[src/rtl/mmio_io_pkg.sv]
// Shared constants for the MIPS150 memory-mapped IO responder:
// register offsets within IO space and STATUS bit positions.
package mmio_io_pkg;

  localparam logic [7:0] OFF_STATUS = 8'h00;
  localparam logic [7:0] OFF_RXDATA = 8'h04;
  localparam logic [7:0] OFF_TXDATA = 8'h08;
  localparam logic [7:0] OFF_CYCLES = 8'h10;
  localparam logic [7:0] OFF_INSTRS = 8'h14;
  localparam logic [7:0] OFF_CTRCLR = 8'h18;

  localparam int unsigned ST_TX_READY = 0;
  localparam int unsigned ST_RX_FULL  = 1;
  localparam int unsigned ST_TX_OVF   = 2;
  localparam int unsigned ST_RX_OVR   = 3;

endpackage

[src/rtl/io_tx_fifo.sv]
// Circular-buffer FIFO with extra-MSB pointers; head is the oldest entry.
// A push while full is accepted only when a pop frees a slot in the same cycle.
module io_tx_fifo #(
  parameter int unsigned DEPTH = 4,
  parameter int unsigned WIDTH = 8
) (
  input  logic             clk,
  input  logic             rst_n,
  input  logic             push,
  input  logic [WIDTH-1:0] din,
  input  logic             pop,
  output logic             full,
  output logic             empty,
  output logic [WIDTH-1:0] head
);

  localparam int unsigned AW = $clog2(DEPTH);
  localparam logic [AW:0] PTR_ONE = 1;

  logic [AW:0]      wr_q, wr_d, rd_q, rd_d;
  logic [WIDTH-1:0] mem_q [DEPTH];
  logic [WIDTH-1:0] mem_d [DEPTH];
  logic             do_push, do_pop;

  assign empty = (wr_q == rd_q);
  assign full  = (wr_q[AW] != rd_q[AW]) && (wr_q[AW-1:0] == rd_q[AW-1:0]);
  assign head  = mem_q[rd_q[AW-1:0]];

  always_comb begin
    wr_d    = wr_q;
    rd_d    = rd_q;
    mem_d   = mem_q;
    do_pop  = pop && !empty;
    do_push = push && (!full || do_pop);
    if (do_push) begin
      mem_d[wr_q[AW-1:0]] = din;
      wr_d                = wr_q + PTR_ONE;
    end
    if (do_pop) begin
      rd_d = rd_q + PTR_ONE;
    end
  end

  always_ff @(posedge clk or negedge rst_n) begin
    if (!rst_n) begin
      wr_q <= '0;
      rd_q <= '0;
      for (int unsigned i = 0; i < DEPTH; i++) mem_q[i] <= '0;
    end else begin
      wr_q  <= wr_d;
      rd_q  <= rd_d;
      mem_q <= mem_d;
    end
  end

endmodule

[src/rtl/mmio_io_responder.sv]
// IO-space target for the MIPS150 core: UART TX FIFO, RX holding register,
// sticky error flags and cycle/instruction counters, with combinational reads.
module mmio_io_responder
  import mmio_io_pkg::*;
#(
  parameter int unsigned TX_DEPTH       = 4,
  parameter logic [3:0]  IO_BASE_NIBBLE = 4'h8
) (
  input  logic        clk,
  input  logic        rst_n,
  input  logic [31:0] addr,
  input  logic [3:0]  store_mask,
  input  logic [31:0] wdata,
  input  logic        load_sel,
  output logic [31:0] rdata,
  input  logic        instr_retire,
  output logic [7:0]  tx_data,
  output logic        tx_valid,
  input  logic        tx_ready,
  input  logic [7:0]  rx_data,
  input  logic        rx_valid
);

  logic        hit, st_act, ld_act;
  logic [7:0]  off;
  logic        tx_push, tx_pop, tx_full, tx_empty, tx_drop;
  logic        rx_pop;
  logic        rx_full_q, rx_full_d;
  logic [7:0]  rx_data_q, rx_data_d;
  logic        tx_ovf_q, tx_ovf_d;
  logic        rx_ovr_q, rx_ovr_d;
  logic [31:0] cycles_q, cycles_d;
  logic [31:0] instrs_q, instrs_d;
  logic        ctr_clr;
  logic        unused_ok;

  assign hit    = (addr[31:28] == IO_BASE_NIBBLE);
  assign off    = addr[7:0];
  assign st_act = hit && (store_mask != 4'b0000);
  assign ld_act = hit && load_sel;

  assign tx_push  = st_act && (off == OFF_TXDATA) && store_mask[0];
  assign tx_valid = !tx_empty;
  assign tx_pop   = tx_valid && tx_ready;
  assign tx_drop  = tx_push && tx_full && !tx_pop;
  assign rx_pop   = ld_act && (off == OFF_RXDATA) && rx_full_q;
  assign ctr_clr  = st_act && (off == OFF_CTRCLR);

  assign unused_ok = ^{addr[27:8], wdata[31:8], store_mask[3:1]};

  io_tx_fifo #(
    .DEPTH (TX_DEPTH),
    .WIDTH (8)
  ) u_tx_fifo (
    .clk   (clk),
    .rst_n (rst_n),
    .push  (tx_push),
    .din   (wdata[7:0]),
    .pop   (tx_pop),
    .full  (tx_full),
    .empty (tx_empty),
    .head  (tx_data)
  );

  always_comb begin
    rx_full_d = rx_full_q;
    rx_data_d = rx_data_q;
    tx_ovf_d  = tx_ovf_q;
    rx_ovr_d  = rx_ovr_q;
    if (st_act && (off == OFF_STATUS)) begin
      tx_ovf_d = 1'b0;
      rx_ovr_d = 1'b0;
    end
    if (tx_drop) tx_ovf_d = 1'b1;
    // A byte arriving alongside a pop replaces the one being consumed.
    if (rx_valid && (!rx_full_q || rx_pop)) begin
      rx_data_d = rx_data;
      rx_full_d = 1'b1;
    end else if (rx_valid) begin
      rx_ovr_d = 1'b1;
    end else if (rx_pop) begin
      rx_full_d = 1'b0;
    end
    cycles_d = ctr_clr ? '0 : cycles_q + 32'd1;
    instrs_d = ctr_clr ? '0 : (instr_retire ? instrs_q + 32'd1 : instrs_q);
  end

  always_comb begin
    rdata = '0;
    if (hit) begin
      case (off)
        OFF_STATUS: begin
          rdata[ST_TX_READY] = !tx_full;
          rdata[ST_RX_FULL]  = rx_full_q;
          rdata[ST_TX_OVF]   = tx_ovf_q;
          rdata[ST_RX_OVR]   = rx_ovr_q;
        end
        OFF_RXDATA: rdata = {24'b0, rx_data_q};
        OFF_CYCLES: rdata = cycles_q;
        OFF_INSTRS: rdata = instrs_q;
        default:    rdata = '0;
      endcase
    end
  end

  always_ff @(posedge clk or negedge rst_n) begin
    if (!rst_n) begin
      rx_full_q <= 1'b0;
      rx_data_q <= '0;
      tx_ovf_q  <= 1'b0;
      rx_ovr_q  <= 1'b0;
      cycles_q  <= '0;
      instrs_q  <= '0;
    end else begin
      rx_full_q <= rx_full_d;
      rx_data_q <= rx_data_d;
      tx_ovf_q  <= tx_ovf_d;
      rx_ovr_q  <= rx_ovr_d;
      cycles_q  <= cycles_d;
      instrs_q  <= instrs_d;
    end
  end

endmodule

[config.mk]
export PLATFORM = sky130hd
export DESIGN_NAME = mmio_io_responder
export DESIGN_NICKNAME = d
export VERILOG_FILES = /design/src/rtl/mmio_io_pkg.sv /design/src/rtl/io_tx_fifo.sv /design/src/rtl/mmio_io_responder.sv
export SDC_FILE = /design/constraint.sdc
export NUM_CORES = 1
export LEC_CHECK = 0
export CAP_MARGIN = 15
export CORE_ASPECT_RATIO = 1.2
export CORE_MARGIN = 10
export CORE_UTILIZATION = 49
export CTS_CLUSTER_SIZE = 14
export DETAILED_ROUTE_END_ITERATION = 10
export HOLD_SLACK_MARGIN = 0.15
export PLACE_DENSITY_LB_ADDON = 0.1
export SLEW_MARGIN = 20
export SYNTH_ARGS = -nofsm -noshare
export SYNTH_HDL_FRONTEND = slang
export SYNTH_SLANG_ARGS = --single-unit
[constraint.sdc]
create_clock -name clk -period 4.9 [get_ports clk]
set_input_delay 0.49 -clock clk [delete_from_list [all_inputs] [get_ports clk]]
set_output_delay 0.49 -clock clk [all_outputs]
set_load 0.1 [all_outputs]
==> results of run 1 <==
final timing paths:
| path | startpoint | end | slack, ps | cells after the start |
|---|---|---|---|---|
| worst max-delay path | u_tx_fifo.rd_q[0] | tx_data[6] | 1640 | 2 |
| worst min-delay path | rst_n | rx_data_q[7] | 230 | 1 |
| worst max register to register | cycles_q[14] | cycles_q[22] | 2460 | 4 |
| worst min register to register | u_tx_fifo.wr_q[2] | u_tx_fifo.wr_q[2] | 490 | 1 |
| max in group asynchronous | rst_n | u_tx_fifo.mem_q[15] | 3620 | 2 |
| min in group clk | u_tx_fifo.wr_q[2] | u_tx_fifo.wr_q[2] | 490 | 1 |
stage by stage:
| stage | util, % | instances | cell area, µm² |
|---|---|---|---|
| 6_report | 62.0 | 827 | 7580 |
| 5_1_grt | 62.0 | 827 | 7580 |
| 4_1_cts | 62.0 | 827 | 7580 |
| 3_5_place_dp | 57.1 | 795 | 6980 |
| 3_3_place_gp | 57.1 | 795 | 6980 |
| 2_1_floorplan | - | 585 | 6180 |
cells in the final DEF, fill, tap and decap left out, types with 14 or more instances in the layout:
cell type	netlist	final
buf_4	1	36
xnor2_1	25	25
dfrtp_1	113	113
nand2_1	26	26
o21ai_0	17	17
clkbuf_16	0	17
a21oi_1	32	32
mux2i_1	34	34
clkdlybuf4s50_1	0	44
mux2_2	42	42
or3_1	14	14
nand3_1	23	23
nand4_1	18	18
nor2_1	67	66
or4_1	17	17
worst register-to-register path: cells and delay by family, from the launching register on:
kind	cells	cell delay, ps
flops	1	450
compound gates	1	200
simple gates	3	1710
kinds of logic after synthesis:
group | count (synthesis) | synth area share, %
buffers and inverters | 43 | 2.90
adders and majority gates | 7 | 1.42
xor gates and xnor gates | 34 | 4.82
AOI/OAI and AO/OA | 77 | 7.62
muxes | 87 | 17.2
DFF | 113 | 45.8
and+or+nand+nor | 224 | 20.3
registers in the layout (all words and copies together) (netlist names):
signal,count
rx_data_q,8
rx_ovr_q,1
tx_ovf_q,1
u_tx_fifo.mem_q,32
instrs_q,32
cycles_q,32
rx_full_q,1
u_tx_fifo.wr_q,3
u_tx_fifo.rd_q,3
per-layer routing:
| layer | up-vias | global-route usage (%) |
|---|---|---|
| met5 | - | 0 |
| met4 | 0 | 5.47 |
| met3 | 7 | 5.13 |
| met1 | 2371 | 22.6 |
| li1 | 2302 | - |
| met2 | 122 | 28.1 |
layout make-up:
type                    count  area [µm²]  share of cell area [%]
repair buffers             82         736                    9.71
multi-input cells         429        3180                    41.9
clock buffers              17         425                    5.61
well taps                 161         201                    2.66
inverters                  10        37.5                   0.495
clock inverters            15         171                    2.26
flip-flops and latches    113        2830                    37.3
report_power, final:
group / internal (µW) / switching (µW)
Clock: 763 / 474
Sequential: 1010 / 149
Combinational: 176 / 170
==> flow_metrics.py, run 1 <==
metrics = {
    "status": {
        "status": "finished clean",
    },
    "logic_synthesis": {
        "synth_nets": 674,
        "synth.top_cells.by_count": "dfrtp_1 (113), nor2_1 (67), mux2_2 (42)",
        "synth_edf_count": 0,
        "yosysSeqAreaShare_pct": 45.8,
        "synthArstFlopShare_pct": 100,
        "synthFlopType": "dfrtp_1",
        "syn_area_um2": 6180,
        "yosys_warnings": 0,
        "yosysTopAreaCellShare_pct": 45.8,
        "yosysMostFrequentCell": "dfrtp_1",
        "yosys.area.top_type": "dfrtp_1",
        "synthTopCellsByArea": "dfrtp_1 (46%), mux2_2 (7.7%), mux2i_1 (5.5%)",
        "synth-seq-cells": 113,
        "synthCells": 585,
        "synth_cell_type_count": 44,
        "syn_area_per_cell_um2": 10.6,
    },
    "timing": {
        "fin_skew_ps": 9.53,
        "fmax_mhz": 307,
        "finalCriticalPeriod_ps": 3260,
        "tns_ps": 0,
        "hold_viol_final": 0,
        "slew_headroom_pct": 33.9,
        "rsz0062_at_grt": "false",
        "fin_ws_ps": 1640,
        "fin_crit_sh_pct": 66.4,
        "tightest_slew_ps": 988,
        "drv_slew": 0,
        "final-setup-viol-count": 0,
        "holdWs_ps": 227,
    },
    "global_routing": {
        "grt_pass1_vias": 4791,
        "antenna_found_initial": 0,
        "gr-total-overflow": 0,
        "grt_max_degree": 76,
        "grt_usage_pct": 17.6,
        "grt_first_pass_wirelength_um": 24800,
    },
    "job": {
        "cap_violations": 0,
    },
    "critical_path": {
        "cp.arrival_ps": 2770,
        "crit_path_max_fanout": 11,
        "end_kind": "output port",
        "critical_path_class": "flop to output port",
        "worst-path-buf-inv": 1,
        "required_ps": 4410,
        "critPathTopFamily": "buffers and inverters",
        "cpPeakStageDelay_ps": 990,
        "path_cells": "mux4_2, clkdlybuf4s50_1",
        "crit_path_top_delay_cell": "clkdlybuf4s50_1",
        "cp-start-kind": "flop",
    },
    "route": {
        "drtPass1Iterations": 5,
        "wl_met3_um": 805,
        "routed_via_density": 5.81,
        "drtIter0Drc": 381,
        "routedLengthMet1_um": 6760,
        "drc": 0,
        "num_vias": 4802,
        "wl_met2_um": 7320,
        "postRouteAntennaNets": 0,
        "routed_wl_um": 15000,
        "wire_per_inst_um": 18.1,
        "maxUsedRoutingLayer": "met4",
    },
    "finish": {
        "antenna_cells": 0,
        "drive_gt1_share_pct": 20.0,
        "nets": 742,
        "syn_to_final_growth_pct": 22.7,
        "nFillCells": 1010,
    },
    "clock_network": {
        "cts_setup_buffers": 0,
        "cts_htree_levels": 4,
        "cts_sinks": 113,
        "cts_resized": 0,
        "cts_tree": "done",
        "clock_path_buffers": 2,
        "cts_buffers": 17,
        "clkLatencyLatePin_ps": 410,
        "cts-root-buf": "clkbuf_16",
        "clkTransAtPathRegs_ps": 60,
        "postCtsHoldBufs": 0,
    },
    "floorplan": {
        "die_height_um": 143,
        "std_cell_rows": 44,
        "die_w_um": 122,
        "die-area_um2": 17500,
        "core_area_um2": 12200,
        "initial_core_util_pct": 50.5,
        "io_pins": 123,
    },
    "power": {
        "fin_total_pwr_uw": 2740,
        "irDropWorstVdd_uv": 205,
        "powerDensity_nw_per_um2": 362,
        "leakage_uw": 0.00328,
    },
    "placed_design": {
        "gp_congestion": 0.852,
        "portBuffers": 78,
        "place_ws_ps": 1750,
        "dp_hpwl_um": 10600,
    },
    "hold_path": {
        "hp-class": "primary input to asynchronous set/reset pin",
    },
}
Power figures use the tool's default switching activity.
==> run 2, diff against run 1 <==
--- a/config.mk
+++ b/config.mk
@@ -8,7 +8,7 @@
 export CAP_MARGIN = 15
 export CORE_ASPECT_RATIO = 1.2
 export CORE_MARGIN = 10
-export CORE_UTILIZATION = 49
+export CORE_UTILIZATION = 47
 export CTS_CLUSTER_SIZE = 14
 export DETAILED_ROUTE_END_ITERATION = 10
 export HOLD_SLACK_MARGIN = 0.15
==> constraint.sdc (replaced) <==
create_clock -name clk -period 2.89 [get_ports clk]
set_input_delay 0.289 -clock clk [delete_from_list [all_inputs] [get_ports clk]]
set_output_delay 0.289 -clock clk [all_outputs]
set_load 0.1 [all_outputs]
==> run 2 against run 1 <==
  * Sequential share of layout area is 2.2 points lower
  * Wire length up 3.4%
  * Clock skew up 3.1 ps
==> flow_metrics.py, run 2 (synthesized netlist as in run 1, its figures left out) <==
metrics = {
    "clock_network": {
        "clock_path_buffers": 2,
        "cts_buffers": 17,
        "cts-root-buf": "clkbuf_16",
        "cts_htree_levels": 4,
        "clkLatencyLatePin_ps": 410,
        "cts_tree": "done",
        "cts_sinks": 113,
        "clkTransAtPathRegs_ps": 50,
    },
    "critical_path": {
        "crit_path_top_delay_cell": "nor4_1",
        "end_kind": "output port",
        "worst-path-buf-inv": 2,
        "crit_path_max_fanout": 9,
        "critical_path_class": "primary input to output port",
        "critPathTopFamily": "simple AND/OR/NAND/NOR gates",
        "path_depth": 5,
        "path_cells": "clkdlybuf4s50_1, nor4_1, nand3_1, a211oi_2, buf_12",
        "cpPeakStageDelay_ps": 570,
        "reg2regPathDepth": 5,
        "cp.arrival_ps": 2310,
        "cp-start-kind": "primary input",
        "required_ps": 2600,
    },
    "finish": {
        "multi_input_area_um2": 3180,
        "fin_area_um2": 8050,
        "final_cell_mix": "dfrtp_1 (113), nor2_1 (66), mux2_2 (42), clkdlybuf4s50_1 (35), mux2i_1 (34)",
        "mostFrequentLayoutCell": "dfrtp_1",
        "final_util_pct": 63.0,
        "syn_to_final_growth_pct": 30.4,
        "drive_gt1_share_pct": 22.0,
        "seq_area_um2": 2830,
        "nFillCells": 1032,
        "nets": 753,
        "top_regs": "cycles_q (32), instrs_q (32), u_tx_fifo.mem_q (32)",
        "antenna_cells": 0,
        "stdcell_count": 840,
    },
    "power": {
        "pwr-share-clk_pct": 45.7,
        "powerDensity_nw_per_um2": 585,
        "p_int_uw": 3450,
        "netSwitchingFraction_pct": 26.7,
        "irDropWorstVdd_uv": 461,
        "switching_power_uw": 1260,
        "pwr-share-seq_pct": 40.8,
        "leakage_uw": 0.00344,
        "comb_power_share_pct": 13.5,
    },
    "route": {
        "postRouteAntennaNets": 0,
        "routed_via_density": 5.85,
        "routed_wl_um": 15500,
        "wire_per_inst_um": 18.5,
        "drc": 0,
        "drtPass1Iterations": 4,
        "num_vias": 4918,
        "drtIter0Drc": 350,
    },
    "timing": {
        "tns_ps": 0,
        "fin_ws_ps": 287,
        "rsz0062_at_grt": "false",
        "fin_crit_sh_pct": 90.1,
        "tightest_slew_ps": 980,
        "hold_viol_final": 0,
        "finalCriticalPeriod_ps": 2600,
        "slew_headroom_pct": 34.5,
        "drv_slew": 0,
        "fin_skew_ps": 12.7,
        "fmax_mhz": 384,
        "final-setup-viol-count": 0,
    },
    "global_routing": {
        "grt_first_pass_wirelength_um": 25900,
        "gr-total-overflow": 0,
        "grt_pass1_vias": 5122,
        "antenna_found_initial": 0,
        "grt_usage_pct": 17.1,
        "grt_max_degree": 62,
    },
    "placed_design": {
        "dp_hpwl_um": 11000,
        "gp_congestion": 0.813,
        "place_ws_ps": 99.2,
        "placed_cells": 808,
        "portBuffers": 78,
        "place_area_um2": 7440,
    },
    "floorplan": {
        "die_w_um": 125,
        "std_cell_rows": 45,
        "die_height_um": 146,
        "initial_core_util_pct": 48.3,
        "io_pins": 123,
        "die-area_um2": 18100,
        "core_area_um2": 12800,
    },
    "hold_path": {
        "hp-class": "primary input to flop",
        "whs_path_depth": 4,
    },
    "status": {
        "status": "finished clean",
    },
    "job": {
        "cap_violations": 0,
    },
}
## run 2: changes by cell type in the layout (fill, tap and decap cells not counted), moves of 2 or more
cell and delta:
clkbuf_1 +3, buf_4 -13, bufinv_16 +2, buf_12 +32, clkdlybuf4s50_1 -9, inv_6 -7
clkinv_4 -2, clkinv_2 +3
## run 2: worst reg2reg max path, cell delays in order (launching register included)
cell and delay (ps):
dfrtp_1 470, ha_1 250, nand2_1 160, or4_1 780
or4b_1 550, a21oi_1 140
## run 2: path summary, 6_finish.rpt
check / startpoint / end / slack [ps]
worst max register to register: cycles_q[0] / cycles_q[28] / 470
worst max-delay path: addr[3] / rdata[0] / 290
worst min-delay path: addr[2] / tx_ovf_q / 430
max in group asynchronous: rst_n / cycles_q[27] / 1590
min in group asynchronous: rst_n / u_tx_fifo.wr_q[0] / 500
worst min register to register: u_tx_fifo.wr_q[2] / u_tx_fifo.wr_q[2] / 490
## run 2: per-layer routing
layer / track usage (%) / wire length [µm]
met1: 20.6 / 6660
met2: 29.0 / 8020
met3: 4.15 / 620
met4: 6.30 / 192
met5: 0 / 0
## run 2: layout make-up
class	instances	share of cell area, %
clock buffers	20	5.42
repair buffers	93	14.9
flip-flops and latches	113	35.1
clock inverters	11	2.04
inverters	10	0.466
multi-input cells	429	39.5
well taps	164	2.55
## run 2: power groups by stage
stage	clock (µW)	combinational, µW	sequential (µW)
detailed placement	0	642	1950
finish	2150	635	1920
CTS	2180	645	1920
global placement	0	621	1940
floorplan	0	488	1860
global route	2260	707	1950
## run 2: stage by stage
stage          power, µW  hold slack [ps]
2_1_floorplan       2350            -6.59
3_3_place_gp        2560              416
3_5_place_dp        2590              432
4_1_cts             4750              404
5_1_grt             4910              470
6_report            4710              428
## run 2: timing repair
item,4_1_cts,5_1_grt
setup buffers,0,0
gates resized for setup,0,0
endpoints found under the hold margin,60,0
hold buffers,1,0
endpoints found under the setup margin,0,0
==> run 3, diff against run 2 <==
--- a/config.mk
+++ b/config.mk
@@ -8,11 +8,12 @@
 export CAP_MARGIN = 15
 export CORE_ASPECT_RATIO = 1.2
 export CORE_MARGIN = 10
-export CORE_UTILIZATION = 47
+export CORE_UTILIZATION = 30
 export CTS_CLUSTER_SIZE = 14
 export DETAILED_ROUTE_END_ITERATION = 10
 export HOLD_SLACK_MARGIN = 0.15
 export PLACE_DENSITY_LB_ADDON = 0.1
+export RECOVER_POWER = 50
 export SLEW_MARGIN = 20
 export SYNTH_ARGS = -nofsm -noshare
 export SYNTH_HDL_FRONTEND = slang
==> run 3 against run 2 <==
  * Worst setup slack gained 47 ps
  * Sequential cell count stayed put
  * Critical path depth is the same
  * Highest routed layer unchanged
  * Wire length is 9.4% higher
  * Sequential power hardly changed
  * Largest cell class unchanged
  * Final cell count rose by 12%
  * Largest power group unchanged
==> flow_metrics.py, run 3 (synthesized netlist as in run 1, its figures left out) <==
metrics = {
    "floorplan": {
        "std_cell_rows": 57,
        "initial_core_util_pct": 30.5,
        "die-area_um2": 26800,
        "die_height_um": 177,
        "core_area_um2": 20300,
        "die_w_um": 151,
        "io_pins": 123,
    },
    "clock_network": {
        "cts-root-buf": "clkbuf_16",
        "clock_path_buffers": 2,
        "cts_setup_buffers": 0,
        "cts_htree_levels": 4,
        "cts_buffers": 17,
        "clkLatencyLatePin_ps": 410,
        "clkTransAtPathRegs_ps": 50,
        "cts_tree": "done",
        "cts_sinks": 113,
    },
    "timing": {
        "final-setup-viol-count": 0,
        "rsz0062_at_grt": "false",
        "tightest_slew_ps": 1390,
        "hold_viol_final": 0,
        "fin_skew_ps": 7.00,
        "fin_crit_sh_pct": 88.5,
        "slew_headroom_pct": 7.41,
        "finalCriticalPeriod_ps": 2560,
        "drv_slew": 0,
        "fmax_mhz": 391,
        "holdWs_ps": 490,
    },
    "global_routing": {
        "grt_pass1_vias": 5082,
        "antenna_found_initial": 0,
        "grt_max_degree": 59,
        "gr-total-overflow": 0,
        "grt_first_pass_wirelength_um": 27800,
        "grt_usage_pct": 13.3,
    },
    "critical_path": {
        "required_ps": 2600,
        "cp-start-kind": "primary input",
        "path_cells": "clkdlybuf4s50_1, nor4_1, nand3_1, a211oi_2, buf_12",
        "cpPeakStageDelay_ps": 530,
        "reg2reg_slack_ps": 510,
        "r2r-end": "u_tx_fifo.mem_q[7]",
        "end_kind": "output port",
        "worstReg2RegStart": "u_tx_fifo.rd_q[1]",
        "crit_path_top_delay_cell": "nor4_1",
        "reg2regPathDepth": 4,
        "cp.arrival_ps": 2270,
        "critical_path_class": "primary input to output port",
        "worst-path-buf-inv": 2,
        "critPathTopFamily": "simple AND/OR/NAND/NOR gates",
        "crit_path_max_fanout": 9,
    },
    "finish": {
        "syn_to_final_growth_pct": 33.5,
        "drive_gt1_share_pct": 22.0,
        "nets": 754,
        "antenna_cells": 0,
        "mostFrequentLayoutCell": "dfrtp_1",
        "final_cell_mix": "dfrtp_1 (113), nor2_1 (66), mux2_2 (42), clkdlybuf4s50_1 (35), mux2i_1 (34)",
        "final_util_pct": 40.7,
        "top_regs": "cycles_q (32), instrs_q (32), u_tx_fifo.mem_q (32)",
        "nFillCells": 1989,
        "fin_area_um2": 8250,
    },
    "placed_design": {
        "portBuffers": 78,
        "gp_congestion": 0.768,
        "place_area_um2": 7590,
        "dp_hpwl_um": 12200,
    },
    "job": {
        "cap_violations": 0,
    },
    "power": {
        "powerDensity_nw_per_um2": 609,
        "fin_total_pwr_uw": 5020,
        "leakage_uw": 0.00346,
        "irDropWorstVdd_uv": 408,
    },
    "hold_path": {
        "min_to": "u_tx_fifo.wr_q[2]",
        "hp-class": "flop to flop",
        "hp-start": "u_tx_fifo.wr_q[2]",
        "whs_path_depth": 1,
    },
    "route": {
        "num_vias": 4800,
        "drtIter0Drc": 249,
        "drc": 0,
        "routed_wl_um": 17000,
        "routed_via_density": 5.09,
        "wire_per_inst_um": 18.0,
        "drtPass1Iterations": 4,
        "postRouteAntennaNets": 0,
    },
    "status": {
        "status": "finished clean",
    },
}
[run 3: worst register-to-register path: stages, from the launching register on]
cell       delay, ps
dfrtp_1          650
xnor2_1          200
nand4bb_1        310
nand4_1          590
mux2_2           510
[run 3: cell type report]
cell class                      instances  area [µm²]  share of cell area [%]
Clock inverter                         11         233                    2.82
Timing Repair Buffer                   94        1200                    14.5
Inverter                               10        37.5                   0.455
Tap cell                              265         332                    4.02
Sequential cell                       113        2830                    34.3
Multi-Input combinational cell        429        3170                    38.4
Clock buffer                           21         450                    5.46
[run 3: per-stage QoR]
| step | cells | setup slack [ps] | TNS (ps) |
|---|---|---|---|
| after floorplan | 585 | -41.2 | -824 |
| after global placement | 910 | 341 | 0 |
| after detailed placement | 910 | 280 | 0 |
| after CTS | 943 | 284 | 0 |
| after global routing | 943 | 132 | 0 |
| final | 943 | 334 | 0 |
[run 3: metal layers]
layer	GRT usage [%]	up-vias	wire length [µm]
li1	-	2322	-
met4	5.26	0	259
met2	22.7	78	8850
met3	3.10	14	588
met1	15.8	2386	7260
met5	0	-	0
[run 3: timing repair]
| item | in CTS | in global routing |
|---|---|---|
| hold buffers | 1 | 0 |
| endpoints found under the hold margin | 51 | 0 |
| resized for setup | 0 | 0 |
[run 3: report_power, final]
| group | internal [µW] | switching [µW] |
|---|---|---|
| combinational | 314 | 331 |
| sequential | 1710 | 212 |
| clock | 1720 | 731 |
[run 3: worst max-delay path by stage]
stage              from         to  slack [ps]  cells after the start
6_report        addr[3]   rdata[0]         330                      5
5_1_grt         addr[3]   rdata[0]         130                      5
4_1_cts         addr[3]   rdata[0]         280                      5
3_5_place_dp    addr[3]   rdata[0]         280                      5
3_3_place_gp    addr[3]   rdata[0]         340                      5
2_1_floorplan  addr[30]  rdata[11]         -40                      4
